--- src/rtl/int16_stream_accum_pkg.sv ---
// Shared types and helpers for the INT16 stream accumulator: FSM state,
// signed range limits for an arbitrary accumulator width, and input sign extension.
package int16_accum_pkg;

  typedef enum logic {
    ACCUM = 1'b0,
    DONE  = 1'b1
  } state_t;

  localparam int unsigned IN_W_DEF  = 16;
  localparam int unsigned ACC_W_DEF = 32;
  localparam int unsigned CNT_W_DEF = 16;

  // Largest signed value representable in w bits, returned 64-bit wide.
  function automatic logic signed [63:0] acc_max(input int unsigned w);
    return (64'sd1 <<< (w - 1)) - 64'sd1;
  endfunction

  function automatic logic signed [63:0] acc_min(input int unsigned w);
    return -(64'sd1 <<< (w - 1));
  endfunction

  // Sign-extend the low w bits of d to 64 bits.
  function automatic logic signed [63:0] sext_in(input logic [63:0] d, input int unsigned w);
    logic [63:0] m;
    m = '1 << w;
    return d[w - 1] ? (d | m) : (d & ~m);
  endfunction

endpackage

--- src/rtl/int16_stream_accum_sat_add.sv ---
// Combinational saturating signed adder: exact sum in W+1 bits, clamped to
// the W-bit signed range with an overflow indication.
module sat_add_s
  import int16_accum_pkg::*;
#(
  parameter int unsigned W = 32
) (
  input  logic [W-1:0] i_a,
  input  logic [W-1:0] i_b,
  output logic [W-1:0] o_sum,
  output logic         o_ovf
);

  localparam logic [W-1:0] SAT_MAX = W'(acc_max(W));
  localparam logic [W-1:0] SAT_MIN = W'(acc_min(W));

  logic [W:0] w_exact;

  assign w_exact = {i_a[W-1], i_a} + {i_b[W-1], i_b};
  // Top two bits disagree exactly when the true sum leaves the W-bit range.
  assign o_ovf   = w_exact[W] ^ w_exact[W-1];
  assign o_sum   = o_ovf ? (w_exact[W] ? SAT_MIN : SAT_MAX) : w_exact[W-1:0];

endmodule

--- src/rtl/int16_stream_accum.sv ---
// Accumulates vectors of signed INT16 cast results into a saturating sum and
// presents sum, beat count and sticky sat/NV flags on a valid/ready output.
module int16_stream_accum
  import int16_accum_pkg::*;
#(
  parameter int unsigned IN_W  = IN_W_DEF,
  parameter int unsigned ACC_W = ACC_W_DEF,
  parameter int unsigned CNT_W = CNT_W_DEF
) (
  input  logic             clk,
  input  logic             rst,
  input  logic             in_valid,
  output logic             in_ready,
  input  logic [IN_W-1:0]  in_data,
  input  logic             in_nv,
  input  logic             in_last,
  output logic             out_valid,
  input  logic             out_ready,
  output logic [ACC_W-1:0] out_sum,
  output logic [CNT_W-1:0] out_count,
  output logic             out_sat,
  output logic             out_nv
);

  state_t             r_state;
  logic [ACC_W-1:0]   r_acc;
  logic [CNT_W-1:0]   r_cnt;
  logic               r_sat;
  logic               r_nv;
  logic               r_in_ready;
  logic               r_out_valid;
  logic [ACC_W-1:0]   r_out_sum;
  logic [CNT_W-1:0]   r_out_count;
  logic               r_out_sat;
  logic               r_out_nv;

  logic [ACC_W-1:0]   w_ext;
  logic [ACC_W-1:0]   w_sum;
  logic               w_ovf;
  logic [CNT_W-1:0]   w_cnt_next;

  assign w_ext      = ACC_W'(sext_in(64'(in_data), IN_W));
  assign w_cnt_next = (&r_cnt) ? r_cnt : r_cnt + 1'b1;

  sat_add_s #(.W(ACC_W)) u_sat_add (
    .i_a   (r_acc),
    .i_b   (w_ext),
    .o_sum (w_sum),
    .o_ovf (w_ovf)
  );

  always_ff @(posedge clk) begin
    if (rst) begin
      r_state     <= ACCUM;
      r_acc       <= '0;
      r_cnt       <= '0;
      r_sat       <= 1'b0;
      r_nv        <= 1'b0;
      r_in_ready  <= 1'b1;
      r_out_valid <= 1'b0;
      r_out_sum   <= '0;
      r_out_count <= '0;
      r_out_sat   <= 1'b0;
      r_out_nv    <= 1'b0;
    end else begin
      case (r_state)
        ACCUM: begin
          if (in_valid) begin
            if (in_last) begin
              // Result includes the last beat; running state restarts for the next vector.
              r_out_sum   <= w_sum;
              r_out_count <= w_cnt_next;
              r_out_sat   <= r_sat | w_ovf;
              r_out_nv    <= r_nv | in_nv;
              r_acc       <= '0;
              r_cnt       <= '0;
              r_sat       <= 1'b0;
              r_nv        <= 1'b0;
              r_in_ready  <= 1'b0;
              r_out_valid <= 1'b1;
              r_state     <= DONE;
            end else begin
              r_acc <= w_sum;
              r_cnt <= w_cnt_next;
              r_sat <= r_sat | w_ovf;
              r_nv  <= r_nv | in_nv;
            end
          end
        end
        DONE: begin
          if (out_ready) begin
            r_out_valid <= 1'b0;
            r_in_ready  <= 1'b1;
            r_state     <= ACCUM;
          end
        end
        default: begin
          r_state     <= ACCUM;
          r_in_ready  <= 1'b1;
          r_out_valid <= 1'b0;
        end
      endcase
    end
  end

  assign in_ready  = r_in_ready;
  assign out_valid = r_out_valid;
  assign out_sum   = r_out_sum;
  assign out_count = r_out_count;
  assign out_sat   = r_out_sat;
  assign out_nv    = r_out_nv;

endmodule
--- config.mk ---
export PLATFORM = sky130hd
export DESIGN_NAME = int16_stream_accum
export DESIGN_NICKNAME = d
export VERILOG_FILES = /design/src/rtl/int16_stream_accum_pkg.sv /design/src/rtl/int16_stream_accum_sat_add.sv /design/src/rtl/int16_stream_accum.sv
export SDC_FILE = /design/constraint.sdc
export NUM_CORES = 1
export LEC_CHECK = 0
export BUFFER_PORTS_ARGS = -buffer_cell sky130_fd_sc_hd__clkbuf_2
export CORE_ASPECT_RATIO = 0.75
export CORE_MARGIN = 2
export CORE_UTILIZATION = 50
export CTS_BUF_LIST = sky130_fd_sc_hd__clkbuf_8
export CTS_CLUSTER_DIAMETER = 40
export DETAILED_ROUTE_END_ITERATION = 10
export HOLD_SLACK_MARGIN = 0.05
export PLACE_DENSITY = 0.82
export SLEW_MARGIN = 10
export SYNTH_ARGS = -nofsm -noshare
export SYNTH_HDL_FRONTEND = slang
export SYNTH_SLANG_ARGS = --single-unit
--- constraint.sdc ---
create_clock -name clk -period 2.81 [get_ports clk]
set_clock_uncertainty 0.2 [all_clocks]
set_input_delay 0.1405 -clock clk [delete_from_list [all_inputs] [get_ports clk]]
set_output_delay 0.1405 -clock clk [all_outputs]
set_load 0.05 [all_outputs]
Word level (Yosys, flattened, before mapping)
Cells that the tools add are included.
{"block": "word_totals", "register_bits": 103, "input_bits": 22, "wordCells": 44}
{"block": "op_classes", "addsub": 2, "eq_ne": 3, "muxes": 20, "bitwise": 4, "reduce_logical": 4}
{"operator": "32-bit two-way mux", "n": 4}
{"operator": "32-bit by 32-bit adder with 33-bit output", "n": 1}
{"operator": "16-bit two-way mux", "n": 2}
{"operator": "16-bit by 1-bit adder with 16-bit output (second input constant)", "n": 1}
{"operator": "16-bit AND reduction", "n": 1}
{"operator": "1-bit two-way mux", "n": 11}
{"operator": "2-bit != test (second input constant)", "n": 3}
{"operator": "1-bit case mux with 2 select lines", "n": 3}
{"operator": "3-bit AND reduction", "n": 2}
{"operator": "1-bit bitwise OR", "n": 2}
{"operator": "2-bit AND reduction", "n": 1}
{"operator": "1-bit inverter", "n": 1}
{"operator": "1-bit XOR", "n": 1}

Depth between registers and ports, before layout
{"block": "depth", "word_depth": 5, "mapped_depth": 12}

Modules after synthesis
Synthesis repeated with hierarchy kept, for this count alone.
{"block": "unflattened", "cells_unflattened": 797, "area_unflattened_um2": 6382.4}
{"module": "int16_stream_accum", "n_inst": 1, "cells_each": 486, "area_per_inst_um2": 4274.1, "seq_area_each_um2": 2062.0}
{"module": "sat_add_s", "n_inst": 1, "cells_each": 311, "area_per_inst_um2": 2108.3, "seq_area_each_um2": 0.0}

Least setup slack after synthesis
OpenSTA, ideal clock, no wires.
{"block": "synth_path", "path_kind": "reg2reg", "startpoint": "register r_acc[19]", "endpoint": "register r_acc[13]", "setup_time_ns": 0.122, "t_arrival_ns": 2.549, "required_time_ns": 2.488, "setup_slack_ns": -0.061, "path_stages_with_launch": 11, "n_path_buf": 2, "synth_period_minus_slack_ns": 2.871, "cell_sequence": "dfxtp_1 > ha_1 > clkbuf_1 > nand2_1 > or4_4 > a2111oi_4 > or3_4 > a31o_2 > nor2_2 > buf_2 > a221o_1"}
{"block": "synth_between", "elab_chain_cells": 4, "word_cells_on_any_way": 5}
{"item": "start, declared", "line": "int16_stream_accum.sv:26", "rtl": "logic [ACC_W-1:0] r_acc;"}
{"item": "start signal, assigned", "line": "int16_stream_accum.sv:83", "rtl": "r_acc <= w_sum;"}
{"item": "32-bit by 32-bit adder with 33-bit output (*)", "line": "int16_stream_accum_sat_add.sv:19", "rtl": "assign w_exact = {i_a[W-1], i_a} + {i_b[W-1], i_b};"}
{"item": "32-bit two-way mux / 1-bit XOR (equally long branches)", "line": "int16_stream_accum_sat_add.sv:22, int16_stream_accum_sat_add.sv:21"}
{"item": "32-bit two-way mux (*)", "line": "int16_stream_accum_sat_add.sv:22", "rtl": "assign o_sum = o_ovf ? (w_exact[W] ? SAT_MIN : SAT_MAX) : w_exact[W-1:0];"}
{"item": "32-bit two-way mux (*)", "line": "int16_stream_accum.sv:69", "rtl": "if (in_last) begin"}
Mark *: on every way between the ends. The rest lies on a longest branch, timed or not.
A chain may end at the register's enable or synchronous reset.

Final worst setup path
{"block": "layout_path", "startpoint": "register r_acc[6]", "endpoint": "register r_out_sum[29], in the netlist out_sum[29]"}
{"block": "layout_between", "elab_chain_cells": 3, "word_cells_on_any_way": 4}
{"item": "32-bit by 32-bit adder with 33-bit output (*)", "line": "int16_stream_accum_sat_add.sv:19"}
{"item": "32-bit two-way mux / 1-bit XOR (equally long branches)", "line": "int16_stream_accum_sat_add.sv:22, int16_stream_accum_sat_add.sv:21"}
{"item": "32-bit two-way mux (*)", "line": "int16_stream_accum_sat_add.sv:22"}
{"item": "end signal, assigned", "line": "int16_stream_accum.sv:71", "rtl": "r_out_sum <= w_sum;"}
{"item": "end, declared", "line": "int16_stream_accum.sv:32", "rtl": "logic [ACC_W-1:0] r_out_sum;"}
Marked as above.

==> run summary <==
The tools report the worst setup slack for register-to-register paths as -320 ps. The setup slack of the critical path after layout is -315.1 ps. The worst-skew pair later-pin latency was 400 ps; the worst-margin pin slew was 448.6 ps.

Leaving out fill and tap cells, the most frequent cells in the layout are sky130_fd_sc_hd__buf_4, sky130_fd_sc_hd__dfxtp_1, sky130_fd_sc_hd__clkbuf_2, sky130_fd_sc_hd__nand2_1, sky130_fd_sc_hd__a221o_1. The via count of the first global-routing pass was 5973. Counting both buffers and inverters, the worst setup path holds a total of 3. After synthesis the cells add up to 0.005732 mm². After technology mapping, the gate count stands at 673. The number of antenna-violating nets in the routed design was 0; the end-of-flow core utilization was 0.7117. During placement, the flow inserted port buffers numbering 73. The total via count in the routed design came out at 6124.

The fraction of the cycle the final worst path needs was 1.112; the final cell count without fillers was 1006. The tree is rooted in a sky130_fd_sc_hd__clkbuf_8. Traced cell by cell, the critical path runs through ha_1 -> buf_4 -> nor3_1 -> nor2_1 -> o211ai_1 -> a21boi_1 -> buf_4 -> a211oi_4 -> buf_6 -> xnor2_4 -> or3b_4 -> o211ai_1. Summed over all layers, the routed wires come to 18830 µm. Data arrives at the worst endpoint at 3250 ps. The number of nets in the synthesized netlist is 729. For the sequential-to-total area share from yosys stat, the log shows 0.3597. The vertical extent of the die is 96.73 µm, and the count of routing violations after the opening detailed-route iteration is 481. The pre-antenna-repair detailed-routing pass consisted of 5 iterations. For this design the static power due to leakage is 3.422 nW. After synthesis, the mean cell area works out to 8.517 µm². The tools report the global-route wire length before repair as 29720 µm.

For the initial cell density of the core, the log shows 0.5180. Power spread over the standard cell area amounts to 506.8 mW/mm². The share of cells above drive strength 1 works out to 0.3441. Counting the fill cells in the layout gives 818. The relative area change from synthesis to final layout was 37.39%; the worst-case hold slack was 90.56 ps. The run finished, with violations left. TritonCTS built the clock tree.

The flop and latch count out of synthesis came out at 103. For the H-tree depth reported by CTS, the log shows 3. Most common cell after layout, fill and taps aside: sky130_fd_sc_hd__buf_4.

The tools report the startpoint of the worst hold path as in_last. Clock tree synthesis found a total of 103 sinks. The logs give 917 for the number of nets in the layout and 74 for the total I/O pin count. Highest clock frequency the design can meet: 320.0 MHz. The count of unresolved DRC violations after routing came out at 0. Counting cells, the worst reg-to-reg path comes to 12.

The logs give 0 for the number of antenna violations at the first check in global routing and 2 for the clock tree buffer depth. The number of cells traversed by the worst hold path was 4. Setup violations remaining at the end of the flow were counted as 66.

The tools report the number of max-slew violations in the final report as 0. Fraction of registers with async set or reset after synthesis: 0. The hold-critical path endpoint is r_cnt[12].

The hold violation total from the final report was 0. At the end of routability-driven placement, the weighted congestion stood at 0.9250. The worst max-slew margin expressed relative to the limit came out at 0.6996.

Area of the die: 0.01235 mm². The final reports fail on negative setup slack. Clock-pin slew was measured on the worst setup and hold paths at 120 ps.

The placed cell count was 971; the clock buffer count from CTS was 9. Synthesis instantiated 58 different standard cells from the library. The HPWL after detailed placement is 12940 µm. The number of rows created at floorplan is 33, and the overall fraction of global-route tracks in use is 0.2969.

The tools report the reg-to-reg critical path startpoint as r_acc[6]. The logs give 0 for the global route total overflow and 0.2720 mV for the worst supply voltage drop on vdd. In the final routed layout, each cell accounts on average for 18.71 µm. In the routed layout, each cell is associated on average with a via count of 6.087. The repair_antennas step left the layout with diodes totalling 0. Before CTS, the worst setup slack after placement is -420.6 ps.

STA classifies the critical path startpoint as a flop. STA classifies the critical path endpoint as a flop. Yosys printed 0 warnings. The largest individual stage delay along the critical path comes from the cell sky130_fd_sc_hd__or3b_4. The tools report the required time of the critical path as 2930 ps. The tool flagged a number of max-cap violations equal to 0.

Entering global routing, the biggest net connects 31 pins. Counting flops with a built-in enable in the synthesized netlist gives 0. The worst hold path belongs to the class in2reg. The dominant delay contributor by cell family on the critical path was compound AO/OA/AOI/OAI gates. The design draws 3.991 mW. The delay of the slowest cell on the worst path is 390 ps. The die width was 127.6 µm; the clock period minus final worst setup slack was 3125 ps. The class of the most critical setup path is reg2reg. The most used flip-flop cell after synthesis is sky130_fd_sc_hd__dfxtp_1. The maximum fanout encountered on the critical timing path was 6.

Setup repair after global routing could not meet its margin everywhere. In this run the standard cell core region covers 0.01107 mm². The endpoint identified for the worst register-to-register timing path is out_sum[29].
-- what timing repair did --
item | in CTS | in global routing
endpoints found under the setup margin | 66 | 66
endpoints found under the hold margin | 18 | 0
pin swaps | 19 | 14
hold buffers | 4 | 0
cloned | 0 | 3
setup buffers | 9 | 4
resized for setup | 37 | 14
-- synthesized netlist by cell type (14+ instances only) --
cell type / n / area [µm²]
sky130_fd_sc_hd__o21ai_0: 48 / 240.2
sky130_fd_sc_hd__nand2_1: 68 / 255.2
sky130_fd_sc_hd__nor2_1: 45 / 168.9
sky130_fd_sc_hd__dfxtp_1: 103 / 2062
sky130_fd_sc_hd__inv_1: 15 / 56.30
sky130_fd_sc_hd__xnor2_1: 21 / 183.9
sky130_fd_sc_hd__clkbuf_1: 32 / 120.1
sky130_fd_sc_hd__nand3_1: 14 / 70.07
sky130_fd_sc_hd__ha_1: 33 / 412.9
sky130_fd_sc_hd__a21oi_1: 63 / 315.3
sky130_fd_sc_hd__nor3_1: 16 / 80.08
sky130_fd_sc_hd__buf_2: 15 / 75.07
sky130_fd_sc_hd__xor2_1: 20 / 175.2
sky130_fd_sc_hd__a221o_1: 60 / 600.6
-- per-stage QoR --
step,instance area (µm²),TNS [ps]
6_report,7875,-17810
5_1_grt,7875,-19550
4_1_cts,7726,-3824
3_5_place_dp,7237,-24380
3_3_place_gp,7237,-16990
2_1_floorplan,5879,-798.2
-- worst max-delay path by stage --
stage                     slack, ps   startpoint  depth (start not counted)     endpoint
after floorplan                 -30    r_acc[12]                         10    r_acc[29]
after global placement         -290  in_data[15]                         10    r_acc[29]
after detailed placement       -420  in_data[15]                         10    r_acc[12]
after CTS                      -120     r_acc[0]                         11    r_acc[30]
after global routing           -350     r_acc[9]                         11    r_acc[29]
final                          -320     r_acc[6]                         12  out_sum[29]
-- registers in the layout, summed over array words and instances (netlist names) --
register,cells
out_sum,32
r_acc,32
out_count,16
r_cnt,16
in_ready,1
out_nv,1
out_sat,1
out_valid,1
r_nv,1
r_sat,1
r_state,1
-- power breakdown --
group          internal (mW)  total (mW)  switching [mW]
logic                  0.591        1.40           0.805
registers               1.56        1.63          0.0677
clock network          0.371       0.968           0.597
total                   2.52        3.99            1.47
-- kinds of logic after synthesis --
family / count (synthesis) / synth area share
xor+xnor: 42 / 0.06549
mux: 1 / 0.001746
flops: 103 / 0.3597
simple gates: 203 / 0.1714
fa+ha+maj: 34 / 0.07553
buf+inv: 62 / 0.04388
compound gates: 228 / 0.2823
-- cell type report --
type | count | area (µm²) | area share
flip-flops and latches | 103 | 2068 | 0.2626
repair buffers | 224 | 1637 | 0.2078
multi-input cells | 508 | 3739 | 0.4747
clock inverters | 6 | 62.56 | 0.007944
inverters | 15 | 56.30 | 0.007150
clock buffers | 10 | 137.6 | 0.01748
well taps | 140 | 175.2 | 0.02224
-- tightest hold or removal path, cell delays in order --
cell	delay (ps)
sky130_fd_sc_hd__clkbuf_2	290
sky130_fd_sc_hd__a21oi_1	70
sky130_fd_sc_hd__nor2_1	90
sky130_fd_sc_hd__nor3_1	60
-- metal layers --
metal | routed length [µm] | track usage | vias to the layer above
met3 | 1351 | 0.04591 | 36
met4 | 446 | 0.1023 | 0
li1 | - | - | 2890
met5 | 0 | 0 | -
met2 | 8534 | 0.4685 | 279
met1 | 8493 | 0.4138 | 2919
(Power assumes the default switching activity.)
